**src/rtl/bcd_counter_pkg.sv**
```systemverilog
// Shared BCD digit type, limit constant and digit clamp
// for the event counter slice.
package bcd_counter_pkg;

  typedef logic [3:0] bcd_digit_t;

  localparam bcd_digit_t BCD_MAX = 4'd9;

  function automatic bcd_digit_t bcd_clamp(bcd_digit_t d);
    return (d > BCD_MAX) ? BCD_MAX : d;
  endfunction

endpackage

```
**src/rtl/bcd_digit_addsub.sv**
```systemverilog
// One BCD digit of a ripple add/subtract chain.
// cout is the decimal carry (add) or borrow (sub).
module bcd_digit_addsub
  import bcd_counter_pkg::*;
(
  input  bcd_digit_t a,
  input  bcd_digit_t b,
  input  logic       cin,
  input  logic       sub,
  output bcd_digit_t sum,
  output logic       cout
);

  logic [4:0] a5;
  logic [4:0] b5;
  logic [4:0] raw;

  always_comb begin
    a5   = {1'b0, bcd_clamp(a)};
    b5   = {1'b0, bcd_clamp(b)};
    raw  = '0;
    sum  = '0;
    cout = 1'b0;
    if (sub) begin
      // range -10..9, so bit 4 is the sign
      raw  = a5 - b5 - {4'd0, cin};
      cout = raw[4];
      sum  = cout ? raw[3:0] + 4'd10 : raw[3:0];
    end else begin
      raw  = a5 + b5 + {4'd0, cin};
      cout = (raw > 5'd9);
      sum  = cout ? raw[3:0] + 4'd6 : raw[3:0];
    end
  end

endmodule

```
**src/rtl/bcd_event_counter.sv**
```systemverilog
// N-digit BCD score/timer counter stepped by frame ticks,
// with BCD add, load, clear and wrap or saturate limits.
module bcd_event_counter
  import bcd_counter_pkg::*;
#(
  parameter int N_DIGITS        = 4,
  parameter int FRAMES_PER_STEP = 1,
  parameter bit SATURATE        = 1'b0
) (
  input  logic                        clk,
  input  logic                        resetN,
  input  logic                        startOfFrame,
  input  logic                        enable,
  input  logic                        count_down,
  input  logic                        clear,
  input  logic                        load,
  input  logic [N_DIGITS*4-1:0]       load_value,
  input  logic                        add_en,
  input  logic [N_DIGITS*4-1:0]       add_value,
  output logic [0:N_DIGITS-1][0:3]    num,
  output logic                        at_limit,
  output logic                        terminal
);

  localparam logic [7:0] PS_LAST = 8'(FRAMES_PER_STEP - 1);
  localparam bcd_digit_t [N_DIGITS-1:0] ALL9 = {N_DIGITS{BCD_MAX}};

  logic [7:0] presc_q, presc_d;
  logic       pend_q, pend_d;
  logic       term_q, term_d;

  bcd_digit_t [N_DIGITS-1:0] num_q, num_d;
  bcd_digit_t [N_DIGITS-1:0] opb, res;

  logic tick, step, cout, sat_hit;

  assign tick = startOfFrame & enable;
  assign step = tick & (presc_q == PS_LAST);

  // One chain serves both the add (b=addend) and the +/-1 step (b=0, cin=1)
  assign opb = add_en ? add_value : '0;

  for (genvar i = 0; i < N_DIGITS; i++) begin : g_dig
    logic ci;
    logic co;
    if (i == 0) begin : g_lsd
      assign ci = ~add_en;
    end else begin : g_up
      assign ci = g_dig[i-1].co;
    end
    bcd_digit_addsub u_dig (
      .a   (num_q[i]),
      .b   (opb[i]),
      .cin (ci),
      .sub (~add_en & count_down),
      .sum (res[i]),
      .cout(co)
    );
  end

  assign cout    = g_dig[N_DIGITS-1].co;
  assign sat_hit = cout & SATURATE;

  always_comb begin
    presc_d = presc_q;
    pend_d  = pend_q;
    num_d   = num_q;
    term_d  = 1'b0;
    if (tick) begin
      presc_d = step ? 8'd0 : presc_q + 8'd1;
    end
    if (clear) begin
      num_d   = '0;
      presc_d = '0;
      pend_d  = 1'b0;
    end else if (load) begin
      num_d   = load_value;
      presc_d = '0;
      pend_d  = 1'b0;
    end else if (add_en) begin
      if (step) begin
        pend_d = 1'b1;
      end
      term_d = cout;
      num_d  = sat_hit ? ALL9 : res;
    end else if (step | pend_q) begin
      pend_d = 1'b0;
      term_d = cout;
      if (!sat_hit) begin
        num_d = res;
      end
    end
  end

  always_ff @(posedge clk or negedge resetN) begin
    if (!resetN) begin
      presc_q <= '0;
      pend_q  <= 1'b0;
      term_q  <= 1'b0;
      num_q   <= '0;
    end else begin
      presc_q <= presc_d;
      pend_q  <= pend_d;
      term_q  <= term_d;
      num_q   <= num_d;
    end
  end

  for (genvar i = 0; i < N_DIGITS; i++) begin : g_out
    assign num[i] = num_q[i];
  end

  assign at_limit = count_down ? (num_q == '0) : (num_q == ALL9);
  assign terminal = term_q;

endmodule

```
**config.mk**
```make
export PLATFORM = sky130hd
export DESIGN_NAME = bcd_event_counter
export DESIGN_NICKNAME = d
export VERILOG_FILES = /design/src/rtl/bcd_counter_pkg.sv /design/src/rtl/bcd_digit_addsub.sv /design/src/rtl/bcd_event_counter.sv
export SDC_FILE = /design/constraint.sdc
export NUM_CORES = 1
export LEC_CHECK = 0
export CAP_MARGIN = 30
export CORE_ASPECT_RATIO = 0.7
export CORE_MARGIN = 10
export CORE_UTILIZATION = 55
export CTS_CLUSTER_SIZE = 24
export DETAILED_ROUTE_END_ITERATION = 10
export PLACE_DENSITY = 0.8
export SKIP_CTS_REPAIR_TIMING = 1
export SYNTH_ARGS = -nofsm -noshare
export SYNTH_HDL_FRONTEND = slang
export SYNTH_HIERARCHICAL = 1
export SYNTH_SLANG_ARGS = --single-unit
```
**constraint.sdc**
```tcl
create_clock -name clk -period 25.7 [get_ports clk]
set_input_delay 3.855 -clock clk [delete_from_list [all_inputs] [get_ports clk]]
set_output_delay 3.855 -clock clk [all_outputs]
set_load 0.05 [all_outputs]
```
==> flow_summary_export.csv <==
group,metric,value,unit
clocking,clk_path_buf_depth,2,
synth,syn_area_per_cell,8.05,um2
clocking,cts_tree,"done",
placed_design,placed_area,5080,um2
drt,antenna_left,0,
hold_path,whs_path_depth,2,
hold_path,hold_end,"presc_q[7]",
finish,regArea,651,um2
status,outcome,"finished, final reports clean",
grt,grt_max_degree,47,
sta,fmax,66.5,MHz
critical_path,required,25.85,ns
die,start_util,0.569,
grt,grt_pass1_wl,20.4,mm
synth,synth_seq_cells,26,
drt,first_pass_iters,5,
finish,layout_commonest_cell,"clkdlybuf4s50_1",
drt,drc,0,
finish,layout_common_cells,"57 x clkdlybuf4s50_1, 49 x nor2_1, 49 x inv_1",
drt,viasPerCell,6.10,
clocking,clock_sinks,26,
placed_design,hpwl,9.78,mm
critical_path,crit_top_cell,"ha_1",
synth,synth-seq-area-share,0.144,
sta,fin_crit_sh,0.585,
grt,gr-total-overflow,0,
finish,design_area,5180,um2
drt,drt-total-wl,12.4,mm
critical_path,cp_data_arrival_time,15.19,ns
run,maxCapViolations,0,
sta,maxSlewViolCount,0,
sta,slew_headroom,0.342,
die,die_w,128,um
hold_path,hold_path_class,"flop to flop",
power,powerDensity,152,nW/um2
finish,finalNetCount,694,
critical_path,max_stage_delay,0.82,ns
clocking,insertion_delay,0.27,ns
die,core,7940,um2
clocking,h-tree-depth,1,
placed_design,place_inst,696,
synth,yosysUniqueCellTypes,72,
critical_path,r2r_end,"num[2]",
finish,multi_input_area,3530,um2
synth,synth_cells,561,
critical_path,cp-start-kind,"input pin",
synth,synth_area,4520,um2
critical_path,cp_max_fo,22,
synth,synth_flop_cell,"dfrtp_1",
drt,drt_iter0_drc,512,
critical_path,reg2reg_from,"num[14]",
critical_path,r2r_setup_slack,15.11,ns
sta,clock-skew-final,0.00807,ns
finish,final_cells,700,
grt,grt_antenna_before_repair,0,
hold_path,hold_path_startpoint,"presc_q[7]",
finish,drive_gt1_frac,0.0684,
clocking,clkTransAtPathRegs,0.07,ns
sta,setup-tns-final,0,ns
die,die_h,95.8,um
critical_path,crit_slowest_cell,"clkdlybuf4s50_1",
die,num_rows,27,
critical_path,end_kind,"flop",
clocking,root_buffer,"clkbuf_16",
power,vdd.ir_drop.worst,83.2,uV
sta,hold_viol,0,
finish,insertedDiodeCount,0,
synth,async_flop_share,1.00,
finish,n_fill_cell,665,
power,p_leak,0.00232,uW
placed_design,place_congestion,0.915,
grt,track_usage,0.197,
sta,worstMarginPinSlew,0.981,ns
drt,wl_per_cell,17.8,um
sta,rsz0062_at_grt,"false",
finish,area_growth,14.8,%
sta,setup_viol,0,
grt,grt_pass1_vias,4178,
drt,num_vias,4268,
sta,period_needed,15.04,ns
critical_path,rr_worst_depth,51,
critical_path,critPathKind,"input pin to flop",
synth,synth_edf_count,0,
die,ios,58,
synth,yosys_warnings,6,
placed_design,port_buffers,57,
synth,syn-num-nets,655,
die,fp.dieArea,12300,um2
finish,final_util,0.653,
clocking,cts_buffers,3,
[routing by layer]
metal  track usage  part of all wire
met4        0.0402             0.014
met1         0.252              0.44
met3        0.0275             0.062
met2         0.347              0.48
met5             0                 0
[through the flow]
step | hold slack (ns) | total power (uW) | setup slack, ns
floorplan | 0.519 | 592 | 12.58
global placement | 0.557 | 699 | 11.15
detailed placement | 0.578 | 728 | 10.59
CTS | 0.588 | 779 | 10.81
global route | 0.624 | 859 | 9.77
finish | 0.582 | 787 | 10.66
[registers in the layout, indices dropped and copies added (netlist names)]
register and count:
pend_q 1, terminal 1, presc_q 8, num 16
[cell type report]
class | count | share of cell area
multi-input cells | 460 | 0.680
clock inverters | 1 | 0.00579
flip-flops and latches | 26 | 0.125
well taps | 101 | 0.0244
inverters | 49 | 0.0355
repair buffers | 60 | 0.114
clock buffers | 3 | 0.0145
[synth_stat cells, types with 7 or more instances]
cell	number	area share
a21oi_1	31	0.034
a22o_1	11	0.021
and2_1	20	0.028
clkbuf_1	14	0.012
dfrtp_1	26	0.14
fa_1	8	0.035
ha_1	46	0.13
inv_1	49	0.041
mux2i_1	24	0.053
nand2_1	33	0.027
nand2b_1	12	0.017
nand3_1	7	0.0078
nor2_1	49	0.041
nor2b_1	23	0.032
nor3_1	7	0.0078
nor3b_1	8	0.013
o21ai_0	17	0.019
o21ai_1	10	0.011
o31ai_1	8	0.013
or3_1	9	0.012
xnor2_1	26	0.050
[worst max path at each step]
| stage | from | end | slack [ns] |
|---|---|---|---|
| 2_1_floorplan | add_en | num[2] | 12.58 |
| 3_3_place_gp | add_en | num[2] | 11.15 |
| 3_5_place_dp | add_en | num[2] | 10.59 |
| 4_1_cts | add_en | num[1] | 10.81 |
| 5_1_grt | add_en | num[1] | 9.77 |
| 6_report | add_en | num[2] | 10.66 |
[report_power, final]
| group | switching, uW | leakage [uW] | internal (uW) |
|---|---|---|---|
| Sequential | 22.4 | 0.000349 | 51.2 |
| Combinational | 367 | 0.00192 | 301 |
| Clock | 15.4 | 0.0000511 | 31.0 |
[worst max-delay path, delay by kind of cell]
kind	cells	cell delay, ns
AOI/OAI and AO/OA	19	3.86
xor gates and xnor gates	3	0.53
adders and majority gates	12	3.55
buffers and inverters	5	1.28
muxes	1	0.15
and+or+nand+nor	13	1.96
[kinds of logic after synthesis]
| group | count (synthesis) | synth area share |
|---|---|---|
| adders and majority gates | 54 | 0.163 |
| DFF | 26 | 0.144 |
| xor gates and xnor gates | 32 | 0.0654 |
| and+or+nand+nor | 205 | 0.249 |
| AOI/OAI and AO/OA | 141 | 0.240 |
| buffers and inverters | 75 | 0.0756 |
| muxes | 28 | 0.0632 |
No activity file was read; power rests on OpenSTA's default activity.
